===== config.mk =====
export PLATFORM = sky130hd
export DESIGN_NAME = imem_prog_loader
export DESIGN_NICKNAME = d
export VERILOG_FILES = /design/src/rtl/imem_prog_loader.sv
export SDC_FILE = /design/constraint.sdc
export NUM_CORES = 1
export LEC_CHECK = 0
export CORE_MARGIN = 2
export CORE_UTILIZATION = 50
export CTS_BUF_LIST = sky130_fd_sc_hd__clkbuf_4 sky130_fd_sc_hd__clkbuf_8 sky130_fd_sc_hd__clkbuf_16
export DETAILED_ROUTE_END_ITERATION = 8
export PLACE_DENSITY_LB_ADDON = 0.1
export SYNTH_ARGS = -nofsm -noshare
export SYNTH_HDL_FRONTEND = slang
export SYNTH_SLANG_ARGS = --single-unit

===== constraint.sdc =====
create_clock -name clk -period 2.1 [get_ports clk]
set_input_delay 0.42 -clock clk [delete_from_list [all_inputs] [get_ports clk]]
set_output_delay 0.42 -clock clk [all_outputs]
set_load 0.005 [all_outputs]

===== src/rtl/imem_prog_loader.sv =====
// imem_prog_loader
// Loads a program into the byte-wide MIPS instruction memory from a word
// stream, one byte per cycle, and holds the core stopped until the load ends.
//
// Ports
//   clk, rst_n           clock (rising edge), asynchronous active-low reset
//   load_req             pulse: start a new load, aborting any load or run
//   wr_valid/wr_ready    word stream handshake; wr_data is the word, wr_last
//                        marks the final word of the program
//   mem_we/mem_addr/     byte write port into the imem
//   mem_wdata
//   cpu_start            core run enable, high once the program is loaded
//   busy                 load in progress
//   word_cnt             words committed in the current or last load
//   err_ovf              sticky: a word was offered after DEPTH words filled
//   dbg_state            FSM state: 0 IDLE, 1 ACCEPT, 2 WRITE, 3 RUN
//
// Handshake: a word transfers on a rising edge where wr_valid && wr_ready.
// wr_ready is high exactly while the FSM is in ACCEPT and depends only on
// state, never on wr_valid. load_req in the same cycle wins and the word is
// dropped.
module imem_prog_loader #(
  parameter int DATA_W  = 32,
  parameter int DEPTH   = 50,
  parameter int ADDR_W  = 8,
  parameter int BASE    = 0,
  parameter int BIG_END = 0
) (
  input  logic                         clk,
  input  logic                         rst_n,
  input  logic                         load_req,
  input  logic                         wr_valid,
  output logic                         wr_ready,
  input  logic [DATA_W-1:0]            wr_data,
  input  logic                         wr_last,
  output logic                         mem_we,
  output logic [ADDR_W-1:0]            mem_addr,
  output logic [7:0]                   mem_wdata,
  output logic                         cpu_start,
  output logic                         busy,
  output logic [$clog2(DEPTH+1)-1:0]   word_cnt,
  output logic                         err_ovf,
  output logic [1:0]                   dbg_state
);

  localparam int NB    = DATA_W / 8;
  localparam int IDX_W = (NB > 1) ? $clog2(NB) : 1;
  localparam int CNT_W = $clog2(DEPTH + 1);
  localparam logic [CNT_W-1:0] DEPTH_C = CNT_W'(DEPTH);
  localparam logic [IDX_W-1:0] IDX_LAST = IDX_W'(NB - 1);

  typedef enum logic [1:0] {
    S_IDLE   = 2'd0,
    S_ACCEPT = 2'd1,
    S_WRITE  = 2'd2,
    S_RUN    = 2'd3
  } state_t;

  state_t              state_q, state_d;
  logic [DATA_W-1:0]   word_q, word_d;
  logic                last_q, last_d;
  logic [IDX_W-1:0]    idx_q, idx_d;
  logic [CNT_W-1:0]    cnt_q, cnt_d;
  logic                full_q, full_d;   // RUN was entered by filling DEPTH
  logic                we_q, we_d;
  logic [ADDR_W-1:0]   addr_q, addr_d;
  logic [7:0]          wdata_q, wdata_d;
  logic                start_q, start_d;
  logic                busy_q, busy_d;
  logic                err_q, err_d;

  // Byte number i of a word in write order; BIG_END only flips which lane
  // goes first, addresses still increase.
  function automatic logic [7:0] pick_byte(input logic [DATA_W-1:0] w,
                                           input logic [IDX_W-1:0]  i);
    logic [DATA_W-1:0] sh;
    int                sel;
    sel = (BIG_END != 0) ? (NB - 1 - int'(i)) : int'(i);
    sh  = w >> (8 * sel);
    return sh[7:0];
  endfunction

  // Wraps modulo 2**ADDR_W by construction of the ADDR_W-wide arithmetic.
  function automatic logic [ADDR_W-1:0] byte_addr(input logic [CNT_W-1:0] cnt,
                                                  input logic [IDX_W-1:0] i);
    return ADDR_W'(BASE) + ADDR_W'(cnt) * ADDR_W'(NB) + ADDR_W'(i);
  endfunction

  always_comb begin
    state_d = state_q;
    word_d  = word_q;
    last_d  = last_q;
    idx_d   = idx_q;
    cnt_d   = cnt_q;
    full_d  = full_q;
    we_d    = 1'b0;
    addr_d  = addr_q;
    wdata_d = wdata_q;
    start_d = start_q;
    err_d   = err_q;

    if (load_req) begin
      state_d = S_ACCEPT;
      cnt_d   = '0;
      err_d   = 1'b0;
      full_d  = 1'b0;
      start_d = 1'b0;
    end else begin
      case (state_q)
        S_IDLE: ;
        S_ACCEPT: begin
          // wr_ready is 1 here, so wr_valid alone means a handshake.
          if (wr_valid) begin
            word_d  = wr_data;
            last_d  = wr_last;
            idx_d   = '0;
            state_d = S_WRITE;
            we_d    = 1'b1;
            addr_d  = byte_addr(cnt_q, '0);
            wdata_d = pick_byte(wr_data, '0);
          end
        end
        S_WRITE: begin
          if (idx_q == IDX_LAST) begin
            cnt_d = cnt_q + CNT_W'(1);
            if (last_q || (cnt_q + CNT_W'(1)) == DEPTH_C) begin
              state_d = S_RUN;
              start_d = 1'b1;
              full_d  = !last_q;
            end else begin
              state_d = S_ACCEPT;
            end
          end else begin
            idx_d   = idx_q + IDX_W'(1);
            we_d    = 1'b1;
            addr_d  = byte_addr(cnt_q, idx_q + IDX_W'(1));
            wdata_d = pick_byte(word_q, idx_q + IDX_W'(1));
          end
        end
        S_RUN: begin
          if (wr_valid && full_q) err_d = 1'b1;
        end
        default: ;
      endcase
    end

    busy_d = (state_d == S_ACCEPT) || (state_d == S_WRITE);
  end

  always_ff @(posedge clk or negedge rst_n) begin
    if (!rst_n) begin
      state_q <= S_IDLE;
      word_q  <= '0;
      last_q  <= 1'b0;
      idx_q   <= '0;
      cnt_q   <= '0;
      full_q  <= 1'b0;
      we_q    <= 1'b0;
      addr_q  <= '0;
      wdata_q <= '0;
      start_q <= 1'b0;
      busy_q  <= 1'b0;
      err_q   <= 1'b0;
    end else begin
      state_q <= state_d;
      word_q  <= word_d;
      last_q  <= last_d;
      idx_q   <= idx_d;
      cnt_q   <= cnt_d;
      full_q  <= full_d;
      we_q    <= we_d;
      addr_q  <= addr_d;
      wdata_q <= wdata_d;
      start_q <= start_d;
      busy_q  <= busy_d;
      err_q   <= err_d;
    end
  end

  assign wr_ready  = (state_q == S_ACCEPT);
  assign mem_we    = we_q;
  assign mem_addr  = addr_q;
  assign mem_wdata = wdata_q;
  assign cpu_start = start_q;
  assign busy      = busy_q;
  assign word_cnt  = cnt_q;
  assign err_ovf   = err_q;
  assign dbg_state = state_q;

endmodule

==> results.toml <==
[placement]
gp_congestion = 0.804
pre_cts_slack_ps = 31.4
dp_hpwl_um = 4110
place_area_sq_mm = 0.00368
portBuffers = 65

[status]
status = "complete, no violations"

[grt]
grt_pass1_vias = 1974
grt_overflow_total = 0
grt_pass1_wl_um = 9530
antenna_found_initial = 0
grt_max_degree = 37
track_usage = 0.200

[floorplan]
die_h_um = 79.8
coreArea_sq_mm = 0.00554
die_area_sq_mm = 0.00637
rows = 27
num_io_pins = 66
die_w_um = 79.8
initial_core_util = 0.519

[run]
maxCapViolations = 0

[clock_tree]
clock_sinks = 62
cts_buffers = 9
clock_path_buffers = 2
clk_latency_ps = 340
tritoncts = "yes"
ctsRootBufferMaster = "clkbuf_8"
h-tree-depth = 3
cts_setup_buffers = 0
clkTransAtPathRegs_ps = 60

[synth]
syn_area_sq_mm = 0.00288
syn_inst = 215
yosysWarnings = 0
ys_seq_area_frac = 0.540
synth_cell_types = 35
synth_edf_count = 0
synthesis.nets = 258
avgSynthCellArea_sq_um = 13.4
synth_seq_cells = 62
synthFlopType = "dfrtp_1"
async_flop_share = 1.00

[sta]
rsz0062_at_grt = "no"
fin_skew_ps = 8.03
period_needed_ps = 2010
fin_setup_tns_ps = 0
fin_crit_sh = 0.955
max_freq_mhz = 499
worst_pin_slew_ps = 407
setup_viol = 0
finalHoldViolCount = 0
fin_ws_ps = 94.6
slew_viol_final = 0
slew_headroom = 0.729
holdWs_ps = 435

[setup_path]
crit_chain = "inv_1, ha_2, clkdlybuf4s50_1"
cpPeakStageDelay_ps = 510
path_buf_inv = 2
crit_type = "flop to output pin"
start_kind = "flop"
crit_slowest_cell = "clkdlybuf4s50_1"
worstPathArrival_ps = 1590
path_max_fanout = 6
worstPathRequired_ps = 1680
cpLargestDelayFamily = "buffers and inverters"
crit_path_end_kind = "output pin"

[power_and_ir_drop]
clockPowerShare = 0.231
switching_share = 0.290
leakage_uw = 0.00161
cellInternalPower_uw = 3310
comb_power_share = 0.361
ir_worst_vdd_v = 0.000665
p_switching_uw = 1350
powerDensity_mw_per_mm2 = 1190
power_frac_seq = 0.407

[cells_and_area]
mostFrequentLayoutCells = "clkdlybuf4s50_1 (64), dfrtp_1 (62), mux2_2 (39)"
syn2layout_area_growth_pct = 35.8
nets = 336
diodes = 0
final_common_cell = "clkdlybuf4s50_1"
layout-drive-gt1-share = 0.289
stdcell_area_sq_mm = 0.00390

[detailed_routing]
vias_per_cell = 5.27
drc = 0
vias = 1949
ant_nets = 0
drt_wl_total_um = 5690
initialDrtViolationCount = 86
first_pass_iters = 4
wl_per_cell_um = 15.4

[hold_path]
hp-class = "input port to asynchronous set/reset pin"
## path summary, 6_finish.rpt
check,start,end,slack (ps),cells after the start
worst max-delay path,dbg_state[1],wr_ready,90,3
worst min-delay path,rst_n,word_cnt[4],430,2
worst max register to register,word_cnt[0],busy,120,6
worst min register to register,word_q[21],word_q[21],500,1
max in group asynchronous,rst_n,word_q[20],1150,3
min in group clk,word_q[21],word_q[21],500,1
## routing by layer
layer	GRT usage	vias up	wire, um
li1	-	929	-
met1	0.256	963	2520
met2	0.331	47	2860
met3	0.0339	10	198
met4	0.0966	0	108
met5	0	-	0
## cells in the mapped netlist (2+ instances only)
library cell   n  share of area
xnor2_1        2         0.0061
mux2i_1        9          0.031
nor2b_1        3         0.0065
or3_2          2         0.0052
ha_1           6          0.026
mux4_2         8          0.063
a31oi_1        3         0.0065
nor2_1        16          0.021
mux2_2        39           0.15
clkbuf_1       8          0.010
nand2_1        5         0.0065
buf_2          2         0.0035
nand3_1        2         0.0035
nor3_1         2         0.0035
o21ai_0        7          0.012
inv_1          7         0.0091
a21oi_1       12          0.021
xor2_1         4          0.012
dfrtp_1       62           0.54
## registers in the layout, summed over array words and instances, names as in the netlist
register / count
mem_addr: 7
word_q: 32
word_cnt: 6
err_ovf: 1
mem_wdata: 8
cpu_start: 1
idx_q: 1
full_q: 1
busy: 1
dbg_state: 2
last_q: 1
mem_we: 1
## cell families (layout without fill, tap and decap cells)
logic type / count (synthesis) / count (layout) / synth area share
compound gates: 27 / 27 / 0.0631
buf+inv: 18 / 101 / 0.0244
fa+ha+maj: 6 / 6 / 0.0261
simple gates: 40 / 40 / 0.0818
mux: 56 / 56 / 0.247
xor+xnor: 6 / 6 / 0.0183
flops: 62 / 62 / 0.540
## repair_timing
| action | in CTS | in global routing |
|---|---|---|
| resized for setup | 0 | 1 |
| setup endpoints to repair | 0 | 1 |
| hold buffers | 1 | 0 |
| endpoints found under the hold margin | 3 | 0 |
## power groups by stage
stage	logic, uW	clock network (uW)	registers (uW)
2_1_floorplan	1100	0	1840
3_3_place_gp	1650	0	1900
3_5_place_dp	1700	0	1920
4_1_cts	1700	1100	1900
5_1_grt	1850	1160	1950
6_report	1680	1080	1900
## through the flow
stage	cells	power, uW	util
after global routing	370	4960	0.705
after floorplan	215	2950	-
after detailed placement	353	3620	0.665
after global placement	353	3550	0.665
after CTS	370	4700	0.704
final	370	4660	0.705
## final cells by class
class | instances | area (sq um)
Sequential cell | 62 | 1550
Tap cell | 72 | 90.1
Inverter | 7 | 26.3
Clock buffer | 13 | 166
Multi-Input combinational cell | 135 | 1260
Clock inverter | 3 | 42.5
Fill cell | 418 | 1640
Timing Repair Buffer | 78 | 771
## worst reg2reg max path: stages, from the launching register on
cell and delay [ps]:
dfrtp_1 480, ha_1 290, nor3b_1 220, a31oi_1 100, a2111oi_4 460, nor4_2 60
a211o_1 270
Power figures use the tool's default switching activity.
